==> config.mk <==
export PLATFORM = sky130hd
export DESIGN_NAME = bg_layer_sequencer
export DESIGN_NICKNAME = d
export VERILOG_FILES = /design/src/rtl/bg_pkg.sv /design/src/rtl/scroll_wrap_add.sv /design/src/rtl/bg_layer_sequencer.sv
export SDC_FILE = /design/constraint.sdc
export NUM_CORES = 1
export LEC_CHECK = 0
export ABC_CLOCK_PERIOD_IN_PS = 3600
export CORE_MARGIN = 2
export CORE_UTILIZATION = 52
export CTS_BUF_LIST = sky130_fd_sc_hd__clkbuf_4 sky130_fd_sc_hd__clkbuf_8
export DETAILED_ROUTE_END_ITERATION = 16
export HOLD_SLACK_MARGIN = 0.03
export PLACE_DENSITY = 0.78
export SETUP_SLACK_MARGIN = 0.05
export SYNTH_ARGS = -nofsm -noshare
export SYNTH_HDL_FRONTEND = slang
export SYNTH_SLANG_ARGS = --single-unit
==> constraint.sdc <==
create_clock -name clk -period 3.6 [get_ports clk]
set_input_delay 1.08 -clock clk [delete_from_list [all_inputs] [get_ports clk]]
set_output_delay 1.08 -clock clk [all_outputs]
set_load 0.01 [all_outputs]
==> src/rtl/bg_pkg.sv <==
// Shared constants for the background layer sequencer: register map, CTRL
// bit positions, FSM encoding and the layer rotation helper.
package bg_pkg;

  localparam logic [1:0] ADDR_CTRL    = 2'd0;
  localparam logic [1:0] ADDR_DWELL   = 2'd1;
  localparam logic [1:0] ADDR_SPEED_X = 2'd2;
  localparam logic [1:0] ADDR_SPEED_Y = 2'd3;

  localparam int CTRL_RUN     = 0;
  localparam int CTRL_AUTO    = 1;
  localparam int CTRL_MASK_LO = 2;
  localparam int CTRL_MASK_HI = 4;
  localparam logic [7:0] CTRL_WMASK = 8'h1F;

  typedef enum logic [1:0] {
    ST_IDLE = 2'd0,
    ST_ARM  = 2'd1,
    ST_SHOW = 2'd2
  } state_t;

  typedef struct packed {
    state_t     state;
    logic [1:0] layer_idx;
    logic [7:0] dwell_cnt;
    logic [7:0] ctrl;
    logic [7:0] dwell;
    logic [7:0] speed_x;
    logic [7:0] speed_y;
  } bg_dbg_t;

  // First set mask bit after cur in rotation order 0->1->2->0; cur if none.
  function automatic logic [1:0] next_layer(input logic [2:0] mask, input logic [1:0] cur);
    logic [1:0] res;
    int         i;
    res = cur;
    for (int k = 3; k >= 1; k--) begin
      i = (int'(cur) + k) % 3;
      if (mask[i]) res = 2'(i);
    end
    return res;
  endfunction

endpackage

==> src/rtl/scroll_wrap_add.sv <==
// Adds a signed 8-bit step to a scroll offset and wraps it into [0, MOD-1].
module scroll_wrap_add #(
  parameter int MOD = 640
) (
  input  logic [9:0] value,
  input  logic [7:0] step,
  output logic [9:0] result
);

  localparam logic signed [11:0] MOD_S = 12'(MOD);

  logic signed [11:0] sum;

  // |step| <= 128 is below any useful modulus, so one correction suffices.
  always_comb begin
    sum    = signed'({2'b00, value}) + signed'({{4{step[7]}}, step});
    result = sum[9:0];
    if (sum < 0) begin
      result = 10'(sum + MOD_S);
    end else if (sum >= MOD_S) begin
      result = 10'(sum - MOD_S);
    end
  end

endmodule

==> src/rtl/bg_layer_sequencer.sv <==
// Background layer sequencer: staged config registers copied to active on
// each vsync rising edge, layer rotation with dwell, and wrapping scroll.
module bg_layer_sequencer
  import bg_pkg::*;
#(
  parameter int FRAME_W = 640,
  parameter int FRAME_H = 480
) (
  input  logic       clk,
  input  logic       rst_n,
  input  logic       cfg_we,
  input  logic [1:0] cfg_addr,
  input  logic [7:0] cfg_wdata,
  output logic [7:0] cfg_rdata,
  input  logic       vsync,
  output logic       vga_en,
  output logic [2:0] layer_en,
  output logic [9:0] scroll_x,
  output logic [9:0] scroll_y,
  output logic       irq,
  input  logic       irq_clr,
  output bg_dbg_t    dbg
);

  logic [7:0] ctrl_s, dwell_s, spd_x_s, spd_y_s;
  logic [7:0] ctrl_a, dwell_a, spd_x_a, spd_y_a;
  logic       vsync_q, vs_low_seen, tick;
  state_t     state, state_nxt;
  logic [1:0] layer_idx, idx_nxt;
  logic [7:0] dwell_cnt, cnt_nxt, dwell_last;
  logic [2:0] stg_mask;
  logic       stg_ok, load, clr_scroll, step_scroll, switch_evt;
  logic [9:0] scroll_x_nxt, scroll_y_nxt;

  // A tick needs vsync seen low since reset, so a vsync held high across
  // reset release cannot fire one.
  assign tick       = vsync & ~vsync_q & vs_low_seen;
  assign stg_mask   = ctrl_s[CTRL_MASK_HI:CTRL_MASK_LO];
  assign stg_ok     = ctrl_s[CTRL_RUN] && (stg_mask != 3'b000);
  assign dwell_last = (dwell_s == 8'd0) ? 8'd0 : dwell_s - 8'd1;

  always_comb begin
    case (cfg_addr)
      ADDR_CTRL:    cfg_rdata = ctrl_s & CTRL_WMASK;
      ADDR_DWELL:   cfg_rdata = dwell_s;
      ADDR_SPEED_X: cfg_rdata = spd_x_s;
      default:      cfg_rdata = spd_y_s;
    endcase
  end

  always_ff @(posedge clk or negedge rst_n) begin
    if (!rst_n) begin
      ctrl_s      <= '0;
      dwell_s     <= '0;
      spd_x_s     <= '0;
      spd_y_s     <= '0;
      vsync_q     <= 1'b0;
      vs_low_seen <= 1'b0;
    end else begin
      vsync_q     <= vsync;
      vs_low_seen <= vs_low_seen | ~vsync;
      if (cfg_we) begin
        case (cfg_addr)
          ADDR_CTRL:    ctrl_s  <= cfg_wdata & CTRL_WMASK;
          ADDR_DWELL:   dwell_s <= cfg_wdata;
          ADDR_SPEED_X: spd_x_s <= cfg_wdata;
          default:      spd_y_s <= cfg_wdata;
        endcase
      end
    end
  end

  always_ff @(posedge clk or negedge rst_n) begin
    if (!rst_n) state <= ST_IDLE;
    else        state <= state_nxt;
  end

  // Tick-time decisions use the staged values being copied to active.
  always_comb begin
    state_nxt   = state;
    idx_nxt     = layer_idx;
    cnt_nxt     = dwell_cnt;
    load        = 1'b0;
    clr_scroll  = 1'b0;
    step_scroll = 1'b0;
    switch_evt  = 1'b0;
    case (state)
      ST_IDLE: begin
        if (stg_ok) begin
          state_nxt  = ST_ARM;
          clr_scroll = 1'b1;
        end
      end
      ST_ARM: begin
        if (tick) begin
          load = 1'b1;
          if (!stg_ok) begin
            state_nxt = ST_IDLE;
          end else begin
            state_nxt = ST_SHOW;
            idx_nxt   = next_layer(stg_mask, 2'd2);
            cnt_nxt   = 8'd0;
          end
        end
      end
      ST_SHOW: begin
        if (tick) begin
          load        = 1'b1;
          step_scroll = 1'b1;
          if (!stg_ok) begin
            state_nxt = ST_IDLE;
          end else if (!stg_mask[layer_idx] ||
                       (ctrl_s[CTRL_AUTO] && dwell_cnt >= dwell_last)) begin
            idx_nxt    = next_layer(stg_mask, layer_idx);
            cnt_nxt    = 8'd0;
            switch_evt = (idx_nxt != layer_idx);
          end else begin
            cnt_nxt = dwell_cnt + 8'd1;
          end
        end
      end
      default: state_nxt = ST_IDLE;
    endcase
  end

  scroll_wrap_add #(.MOD(FRAME_W)) u_wrap_x (
    .value  (scroll_x),
    .step   (spd_x_s),
    .result (scroll_x_nxt)
  );

  scroll_wrap_add #(.MOD(FRAME_H)) u_wrap_y (
    .value  (scroll_y),
    .step   (spd_y_s),
    .result (scroll_y_nxt)
  );

  always_ff @(posedge clk or negedge rst_n) begin
    if (!rst_n) begin
      ctrl_a    <= '0;
      dwell_a   <= '0;
      spd_x_a   <= '0;
      spd_y_a   <= '0;
      layer_idx <= '0;
      dwell_cnt <= '0;
      vga_en    <= 1'b0;
      layer_en  <= 3'b000;
      scroll_x  <= '0;
      scroll_y  <= '0;
      irq       <= 1'b0;
    end else begin
      if (load) begin
        ctrl_a  <= ctrl_s;
        dwell_a <= dwell_s;
        spd_x_a <= spd_x_s;
        spd_y_a <= spd_y_s;
      end
      layer_idx <= idx_nxt;
      dwell_cnt <= cnt_nxt;
      vga_en    <= (state_nxt != ST_IDLE);
      layer_en  <= (state_nxt == ST_SHOW) ? (3'b001 << idx_nxt) : 3'b000;
      if (clr_scroll) begin
        scroll_x <= '0;
        scroll_y <= '0;
      end else if (step_scroll) begin
        scroll_x <= scroll_x_nxt;
        scroll_y <= scroll_y_nxt;
      end
      if (switch_evt)   irq <= 1'b1;
      else if (irq_clr) irq <= 1'b0;
    end
  end

  always_comb begin
    dbg           = '0;
    dbg.state     = state;
    dbg.layer_idx = layer_idx;
    dbg.dwell_cnt = dwell_cnt;
    dbg.ctrl      = ctrl_a;
    dbg.dwell     = dwell_a;
    dbg.speed_x   = spd_x_a;
    dbg.speed_y   = spd_y_a;
  end

endmodule

**Word level (Yosys, flattened, before mapping)**

Index checks and enable logic that the tools add are counted.

- Bits of input ports: 15
- Bits in registers: 97
- Logic and storage cells: 137
- Output and inout bits: 77

- Shift operators: 1
- Order comparisons: 9
- Muxes and demuxes: 60
- Div/mod/pow operators: 3
- Equal/unequal tests: 10
- Add/subtract/negate cells: 11
- Bitwise gates (word level): 6
- Reduce and logical (&&, ||, !) cells: 19

Operators with widths:

| cell | number |
|---|---|
| less-than comparator 32 x 4 -> 1 bit (second input constant) | 3 |
| modulo 32 x 3 -> 32 bit (second input constant) | 3 |
| 2-to-1 mux 10 bit | 8 |
| 2-to-1 mux 8 bit | 6 |
| 2-to-1 mux 2 bit | 19 |
| adder 11 x 8 -> 12 bit | 2 |
| less-than comparator 12 x 1 -> 1 bit (second input constant) | 2 |
| one-hot mux 8 bit (3 select lines) | 1 |
| adder 10 bit (second input constant) | 2 |
| subtractor 10 bit (second input constant) | 2 |
| 2-to-1 mux 1 bit | 18 |
| one-hot mux 8 bit (2 select lines) | 1 |
| >= comparator 12 x 10 -> 1 bit (second input constant) | 1 |
| >= comparator 12 x 11 -> 1 bit (second input constant) | 1 |
| adder 8 x 1 -> 8 bit (second input constant) | 1 |
| binary-select mux 1 bit (select 2 bit) | 4 |
| >= comparator 8 bit | 1 |
| zero test 8 bit | 1 |
| != test 2 bit (second input constant) | 4 |
| AND reduction 2 bit | 4 |
| nonzero test 2 bit | 4 |
| subtractor 8 x 1 -> 8 bit (second input constant) | 1 |
| adder 2 x 2 -> 3 bit (second input constant) | 2 |
| == test 2 bit (second input constant) | 3 |
| other kinds (19) | 25 |

**Depth between registers and ports, before layout**

Gate-level depths: netlist of run 1.

- Depth after elaboration: 18
- Gate-level depth with buffers: 17

**Modules after synthesis**

A second synthesis of run 1 with hierarchy kept.

- Cells, all modules: 650
- Area, all modules: 6591.3 um^2

By module, submodules not included:

| module | cells an instance | area each (um^2) | instances | seq. area each (um^2) |
|---|---|---|---|---|
| bg_layer_sequencer | 433 | 4927.2 | 1 | 2427.3 |
| scroll_wrap_add at u_wrap_y | 126 | 955.9 | 1 | 0.0 |
| scroll_wrap_add at u_wrap_x | 91 | 708.2 | 1 | 0.0 |

**Worst setup path after synthesis of run 1**

Ideal clock, no wire load.

- Kind: flip-flop to flip-flop
- From: reg scroll_y[0]
- To: reg scroll_y[7]
- Path buffers: 0
- Arrival time: 3.261 ns
- Stages on the path, launching flop included: 11
- Setup slack: 0.208 ns
- Setup time: 0.131 ns
- Path through: dfrtp_1 ha_1 fa_1 a21oi_1 o21bai_1 or4_4 a311o_4 a211o_1 a221o_1 mux2i_1 or3_1

- Longest elaborated chain between the ends: 6
- Elaborated cells between the ends (all ways): 9

Ends and longest elaborated chain:

| element | line | RTL |
|---|---|---|
| start: declaration | bg_layer_sequencer.sv:19 | `output logic [9:0] scroll_y,` |
| start signal: assignment | bg_layer_sequencer.sv:167 | `scroll_y <= scroll_y_nxt;` |
| adder 11 x 8 -> 12 bit * | scroll_wrap_add.sv:16 | `sum = signed'({2'b00, value}) + signed'({{4{step[7]}}, step});` |
| subtractor 10 bit / >= comparator 12 x 10 -> 1 bit (equally long branches) | scroll_wrap_add.sv:21, scroll_wrap_add.sv:20 |  |
| 2-to-1 mux 10 bit | scroll_wrap_add.sv:20 | `end else if (sum >= MOD_S) begin` |
| 2-to-1 mux 10 bit * | scroll_wrap_add.sv:18 | `if (sum < 0) begin` |
| 2-to-1 mux 10 bit * | bg_layer_sequencer.sv:165 | `end else if (step_scroll) begin` |
| 2-to-1 mux 10 bit * | bg_layer_sequencer.sv:162 | `if (clr_scroll) begin` |

Mark *: on every way between the ends. The rest lies on a longest branch, timed or not. The select of a mux whose other input is x is not followed.
A chain may end at the register's enable or synchronous reset.

**Worst setup path after layout of run 1**

- From: in cfg_addr[1]
- To: out cfg_rdata[6]

- Longest elaborated chain between the ends: 2
- Elaborated cells between the ends (all ways): 4

Ends and longest elaborated chain:

| element | line | RTL |
|---|---|---|
| start: declaration | bg_layer_sequencer.sv:12 | `input logic [1:0] cfg_addr,` |
| == test 2 bit (tied with other cells) | bg_layer_sequencer.sv:43 | `case (cfg_addr)` |
| one-hot mux 8 bit (3 select lines) * | bg_layer_sequencer.sv:43 |  |
| end: declaration | bg_layer_sequencer.sv:14 | `output logic [7:0] cfg_rdata,` |

Mark *: on every way between the ends. The rest lies on a longest branch, timed or not.

==> results of run 1 <==
## Yosys cell counts, types with 3 or more instances
cell type	n	area (sq um)
dfrtp_1	97	2427
nor2_1	57	214.0
mux2_2	56	630.6
nand2_1	56	210.2
ha_1	42	525.5
a21oi_1	41	205.2
o21ai_0	35	175.2
inv_1	25	93.84
nand3_1	24	120.1
clkbuf_1	20	75.07
nor3_1	20	100.1
nor2b_1	15	93.84
xnor2_1	15	131.4
and3_1	11	68.82
mux2i_1	10	100.1
nand2b_1	10	62.56
a211oi_1	8	60.06
o211ai_1	8	60.06
a31oi_1	7	43.79
o21a_1	7	52.55
and2_1	6	37.54
nand3b_1	6	45.04
mux4_2	5	112.6
nor4_1	5	31.28
o31ai_1	5	37.54
xor2_1	5	43.79
a211o_1	3	26.28
a21o_1	3	22.52
a22o_1	3	26.28
a311oi_1	3	26.28
buf_4	3	22.52
nand4_1	3	18.77
nor3b_1	3	22.52
o2111ai_1	3	26.28
o21bai_1	3	22.52
o41ai_1	3	26.28
or2_2	3	18.77
or3_1	3	18.77
## routing by layer
layer  share of wire (%)  up-vias  wire [um]  global-route usage [%]
met4                 2.6        0        495                   10.95
met1                  43     2927       8088                   38.02
met3                 5.8       35       1090                   5.492
met5                   0        -          0                       0
li1                    -     2760          -                       -
met2                  48      208       9054                   45.30
## worst max path at each step
stage / end / slack [ns]
2_1_floorplan: scroll_y[7] / 0.21
3_3_place_gp: cfg_rdata[0] / -0.20
3_5_place_dp: cfg_rdata[6] / -0.26
4_1_cts: scroll_y[7] / 0.06
5_1_grt: scroll_x[9] / 0.02
6_report: cfg_rdata[6] / 0.13
## state kept, by name (all words and copies together), names as in the netlist, 2 cells and up
signal / cells
ctrl_a: 5
ctrl_s: 5
dwell_a: 8
dwell_cnt: 8
dwell_s: 8
layer_en: 3
layer_idx: 2
scroll_x: 10
scroll_y: 10
spd_x_a: 8
spd_x_s: 8
spd_y_a: 8
spd_y_s: 8
state: 2
## stage by stage
stage	utilization [%]	cell area, sq um	instances	total power (W)
global route	67.62	8190	980	0.005193
floorplan	-	6502	684	0.002956
finish	67.62	8190	980	0.004897
CTS	66.17	8014	969	0.004780
global placement	63.93	7742	948	0.003898
detailed placement	63.93	7742	948	0.003977
## final cells by class
cell class / count / area, sq um
Clock buffer: 9 / 123.9
Tap cell: 168 / 210.2
Timing Repair Buffer: 138 / 1262
Fill cell: 969 / 3921
Multi-Input combinational cell: 535 / 3975
Inverter: 26 / 97.59
Sequential cell: 97 / 2429
Clock inverter: 7 / 92.59
## power by group
group	internal (W)	switching [W]
Clock	0.000340	0.000446
Combinational	0.00124	0.00124
Sequential	0.00136	0.000268
Total	0.00295	0.00195
## kinds of logic after synthesis
logic type	Yosys count
simple gates	234
compound gates	163
flops	97
mux	71
buf+inv	52
fa+ha+maj	44
xor+xnor	20
other cells	1
## critical path: stages
cell and delay [ns]:
clkdlybuf4s50_1 0.66, nor2b_2 0.11, a22o_1 0.25, dlygate4sd2_1 0.28
## what timing repair did
item | in CTS | in global routing
pin swaps | 3 | 16
buffers inserted | 4 | 11
cloned | 1 | 0
setup endpoints to repair | 14 | 11
gates resized for setup | 17 | 29
hold buffers | 0 | 0
==> impl_metrics.toml, run 1 <==
[timing]
worst-slew-pin-transition_ns = 0.6556
setup_viol = 0
finalHoldViolCount = 0
relSlewSlack_pct = 55.72
finalCriticalPeriod_ns = 3.466
clock.fmax_ghz = 0.2886
finalWorstSetupSlack_ns = 0.1345
fin_skew_ns = 0.02189
slew_violations = 0
grt_setup_unrepaired = "false"
fin_crit_sh_pct = 96.26
holdWs_ns = 0.5113
fin_tns_setup_ns = 0

[critical_path]
start_kind = "input pin"
rr_startpoint = "dwell_s[1]"
required_ns = 2.52
crit_start = "cfg_addr[1]"
r2r_setup_slack_ns = 0.17
worst-setup-path-type = "in -> out"
r2r-end = "layer_en[1]"
critPathArrivalTime_ns = 2.39
reg2reg_depth = 15
end_kind = "primary output"
crit_fanout = 8

[power]
peakVddDrop_mv = 0.4054
pwr_density_cell_mw_per_mm2 = 597.9
p_leak_nw = 3.549

[run_status]
outcome = "finished clean"

[clock_network]
clk_path_buf_depth = 2
clk_latency_ns = 0.40
cts_sinks = 97
root_buffer = "clkbuf_8"
cts_tree = "yes"
cts_buffers = 9
clk_pin_slew_ns = 0.09
h-tree-depth = 3

[logic_synthesis]
syn_inst = 682
synth_area_per_cell_sq_um = 9.523
yosysWarnings = 0
synth_cell_type_count = 74
ys_seq_area_share_pct = 37.37
synth_fa_ha_area_share_pct = 8.707
synth-compound-area-share_pct = 16.86
synthMuxAreaShare_pct = 12.98
async_reset_ff_share_pct = 100.0
ys_ff_latch = 97
syn_area_sq_mm = 0.006495
synth_edf_count = 0
synthFlopType = "dfrtp_1"
synth_xor_area_share_pct = 2.697
synth_top_family_by_area = "simple AND/OR/NAND/NOR gates"
synth-simple-area-share_pct = 18.03

[detailed_routing]
drt_wl_total_mm = 18.73
vias = 5930
final_antenna_net_count = 0
wl_per_cell_um = 19.11
drt_iter0_drc = 485
drtPass1Iterations = 5
drc_errors = 0
viasPerCell = 6.051

[placed_design]
port_buffers = 88
pre_cts_ws_ns = -0.2583
gp_congestion = 0.9107
hpwl_mm = 13.78

[final_layout]
most-common-layout-cells = "dfrtp_1, clkdlybuf4s50_1, nor2_1"
final_common_cell = "dfrtp_1"
drive_above_1_share_pct = 20.94
final_nets = 866
diodes = 0
syn2layout_area_growth_pct = 26.10

[grt]
grt_pass1_wl_mm = 29.55
overflow = 0
gr-usage-all-layers_pct = 28.23
grt_pass1_vias = 5717
grt_start_max_net_pins = 59
antenna_found_initial = 0

[floorplan]
chipHeight_um = 115.8
rows = 40
initial_core_util_pct = 53.63
dieArea_sq_mm = 0.01340
core_area_sq_mm = 0.01211
die_x_um = 115.8
num_io_pins = 92

[worst_hold_path]
hold_depth = 2
holdPathEnd = "spd_y_a[7]"
hold_class = "reg -> reg"
worstHoldStart = "spd_y_a[7]"

[job]
drv_cap = 0
No activity file was read; power rests on OpenSTA's default activity.
==> run 2, diff against run 1 <==
--- a/config.mk
+++ b/config.mk
@@ -6,13 +6,16 @@
 export NUM_CORES = 1
 export LEC_CHECK = 0
 export ABC_CLOCK_PERIOD_IN_PS = 3600
+export CELL_PAD_IN_SITES_DETAIL_PLACEMENT = 0
+export CELL_PAD_IN_SITES_GLOBAL_PLACEMENT = 1
 export CORE_MARGIN = 2
-export CORE_UTILIZATION = 52
+export CORE_UTILIZATION = 40
 export CTS_BUF_LIST = sky130_fd_sc_hd__clkbuf_4 sky130_fd_sc_hd__clkbuf_8
 export DETAILED_ROUTE_END_ITERATION = 16
 export HOLD_SLACK_MARGIN = 0.03
 export PLACE_DENSITY = 0.78
 export SETUP_SLACK_MARGIN = 0.05
+export SKIP_CTS_REPAIR_TIMING = 1
 export SYNTH_ARGS = -nofsm -noshare
 export SYNTH_HDL_FRONTEND = slang
 export SYNTH_SLANG_ARGS = --single-unit
==> run 2 against run 1 <==
Against the previous run:
- non-clock buffer count down 3
- cell area increased by 0.27%
- flip-flop and latch count is the same
- clock skew down 0.010 ns
- global-route usage decreased by 7.2 points
- utilization shrank 16 points
- critical path type is now reg -> reg
- highest routed layer unchanged
==> impl_metrics.toml, run 2 (same netlist as run 1, synthesis figures left out) <==
[run_status]
outcome = "finished clean"

[timing]
fin_skew_ns = 0.01189
fin_tns_setup_ns = 0
fin_crit_sh_pct = 95.93
holdWs_ns = 0.4832
slew_violations = 0
finalHoldViolCount = 0
finalCriticalPeriod_ns = 3.453
clock.fmax_ghz = 0.2896
grt_setup_unrepaired = "false"
worst-slew-pin-transition_ns = 0.6660
relSlewSlack_pct = 55.34
setup_viol = 0

[grt]
overflow = 0
gr-usage-all-layers_pct = 21.02
grt-busiest-layer = "met2"
grt_pass1_wl_mm = 29.36
met3_usage_pct = 4.167
grt_pass1_vias = 5531
grt_start_max_net_pins = 59
grt_util_met2_pct = 34.12
grt_util_met1_pct = 28.29
antenna_found_initial = 0

[placed_design]
dp_cells = 1001
hpwl_mm = 13.67
port_buffers = 88
gp_congestion = 0.9285
placed_area_sq_mm = 0.007853

[clock_network]
h-tree-depth = 3
clk_path_buf_depth = 2
root_buffer = "clkbuf_8"
cts_tree = "yes"
cts_sinks = 97
cts_buffers = 9
clk_latency_ns = 0.39
clk_pin_slew_ns = 0.10

[floorplan]
num_io_pins = 92
initial_core_util_pct = 40.89
die_x_um = 131.4
core_area_sq_mm = 0.01589
chipHeight_um = 131.4
dieArea_sq_mm = 0.01727
rows = 46

[critical_path]
required_ns = 3.87
end_kind = "flop"
start_kind = "flop"
worst-setup-path-type = "reg -> reg"
critPathArrivalTime_ns = 3.72
crit_fanout = 5

[detailed_routing]
drt_wl_total_mm = 18.53
vias = 5679
final_antenna_net_count = 0
viasPerCell = 5.540
drt_iter0_drc = 348
drc_errors = 0
wl_per_cell_um = 18.08
drtPass1Iterations = 4

[power]
switching_share_pct = 39.99
peakVddDrop_mv = 0.2657
clkPwrFrac_pct = 14.2
p_sw_w = 0.001889
p_int_w = 0.002834
pwr_density_cell_mw_per_mm2 = 575.1
sequentialPowerShare_pct = 34.7
combPwrFrac_pct = 51.1
p_leak_nw = 3.598

[worst_hold_path]
hold_class = "reg -> reg"

[final_layout]
reg.largest.list = "scroll_x: 10 flops, scroll_y: 10 flops"
diodes = 0
drive_above_1_share_pct = 20.27
instances_no_fill = 1025
syn2layout_area_growth_pct = 26.45
most-common-layout-cells = "dfrtp_1, clkdlybuf4s50_1, nor2_1"
final_nets = 863
final_common_cell = "dfrtp_1"
design_area_sq_mm = 0.008213

[job]
drv_cap = 0
-- run 2: routing by layer --
layer	vias to the layer above	wire length [um]
met5	-	0
met4	0	345
met3	20	661
met2	128	8963
met1	2779	8560
li1	2752	-
-- run 2: final timing paths --
path	start	endpoint	slack, ns	depth (start not counted)
worst min register to register	ctrl_a[2]	ctrl_a[2]	0.48	2
max in group asynchronous	rst_n	spd_x_a[4]	2.24	2
worst max-delay path	scroll_y[0]	scroll_y[7]	0.15	10
worst max register to register	scroll_y[0]	scroll_y[7]	0.15	10
worst min-delay path	ctrl_a[2]	ctrl_a[2]	0.48	2
min in group asynchronous	rst_n	vsync_q	0.67	1
-- run 2: metrics by stage --
stage,util [%],power [W],worst slack (ns)
final,51.70,0.004723,0.1467
after global routing,51.70,0.005034,0.02485
after CTS,50.54,0.004676,-0.2828
after detailed placement,49.43,0.003990,-0.2834
after global placement,49.43,0.003946,-0.2657
after floorplan,-,0.002956,0.2077
-- run 2: cell type report --
class | instances | area [sq um]
fill | 1499 | 7672
timing repair buffer | 135 | 1271
tap | 216 | 270.3
inverter | 26 | 97.59
clock inverter | 6 | 43.79
multi-input combinational | 535 | 3971
sequential | 97 | 2427
clock buffer | 10 | 131.4
-- run 2: worst max-delay path: stages (launching register included) --
cell      delay (ns)
dfrtp_1         0.41
ha_2            0.22
fa_2            0.36
a21oi_2         0.19
o21bai_1        0.13
or4_4           0.48
a311o_4         0.41
a211o_1         0.23
a221o_1         0.38
mux2i_1         0.14
or3_1           0.37
-- run 2: power by group through the flow --
stage                     sequential, W  clock (W)  combinational [W]
after floorplan                 0.00165          0            0.00130
after global placement          0.00165          0            0.00230
after detailed placement        0.00166          0            0.00233
after CTS                       0.00164   0.000693            0.00235
after global routing            0.00167   0.000739            0.00262
final                           0.00164   0.000671            0.00241
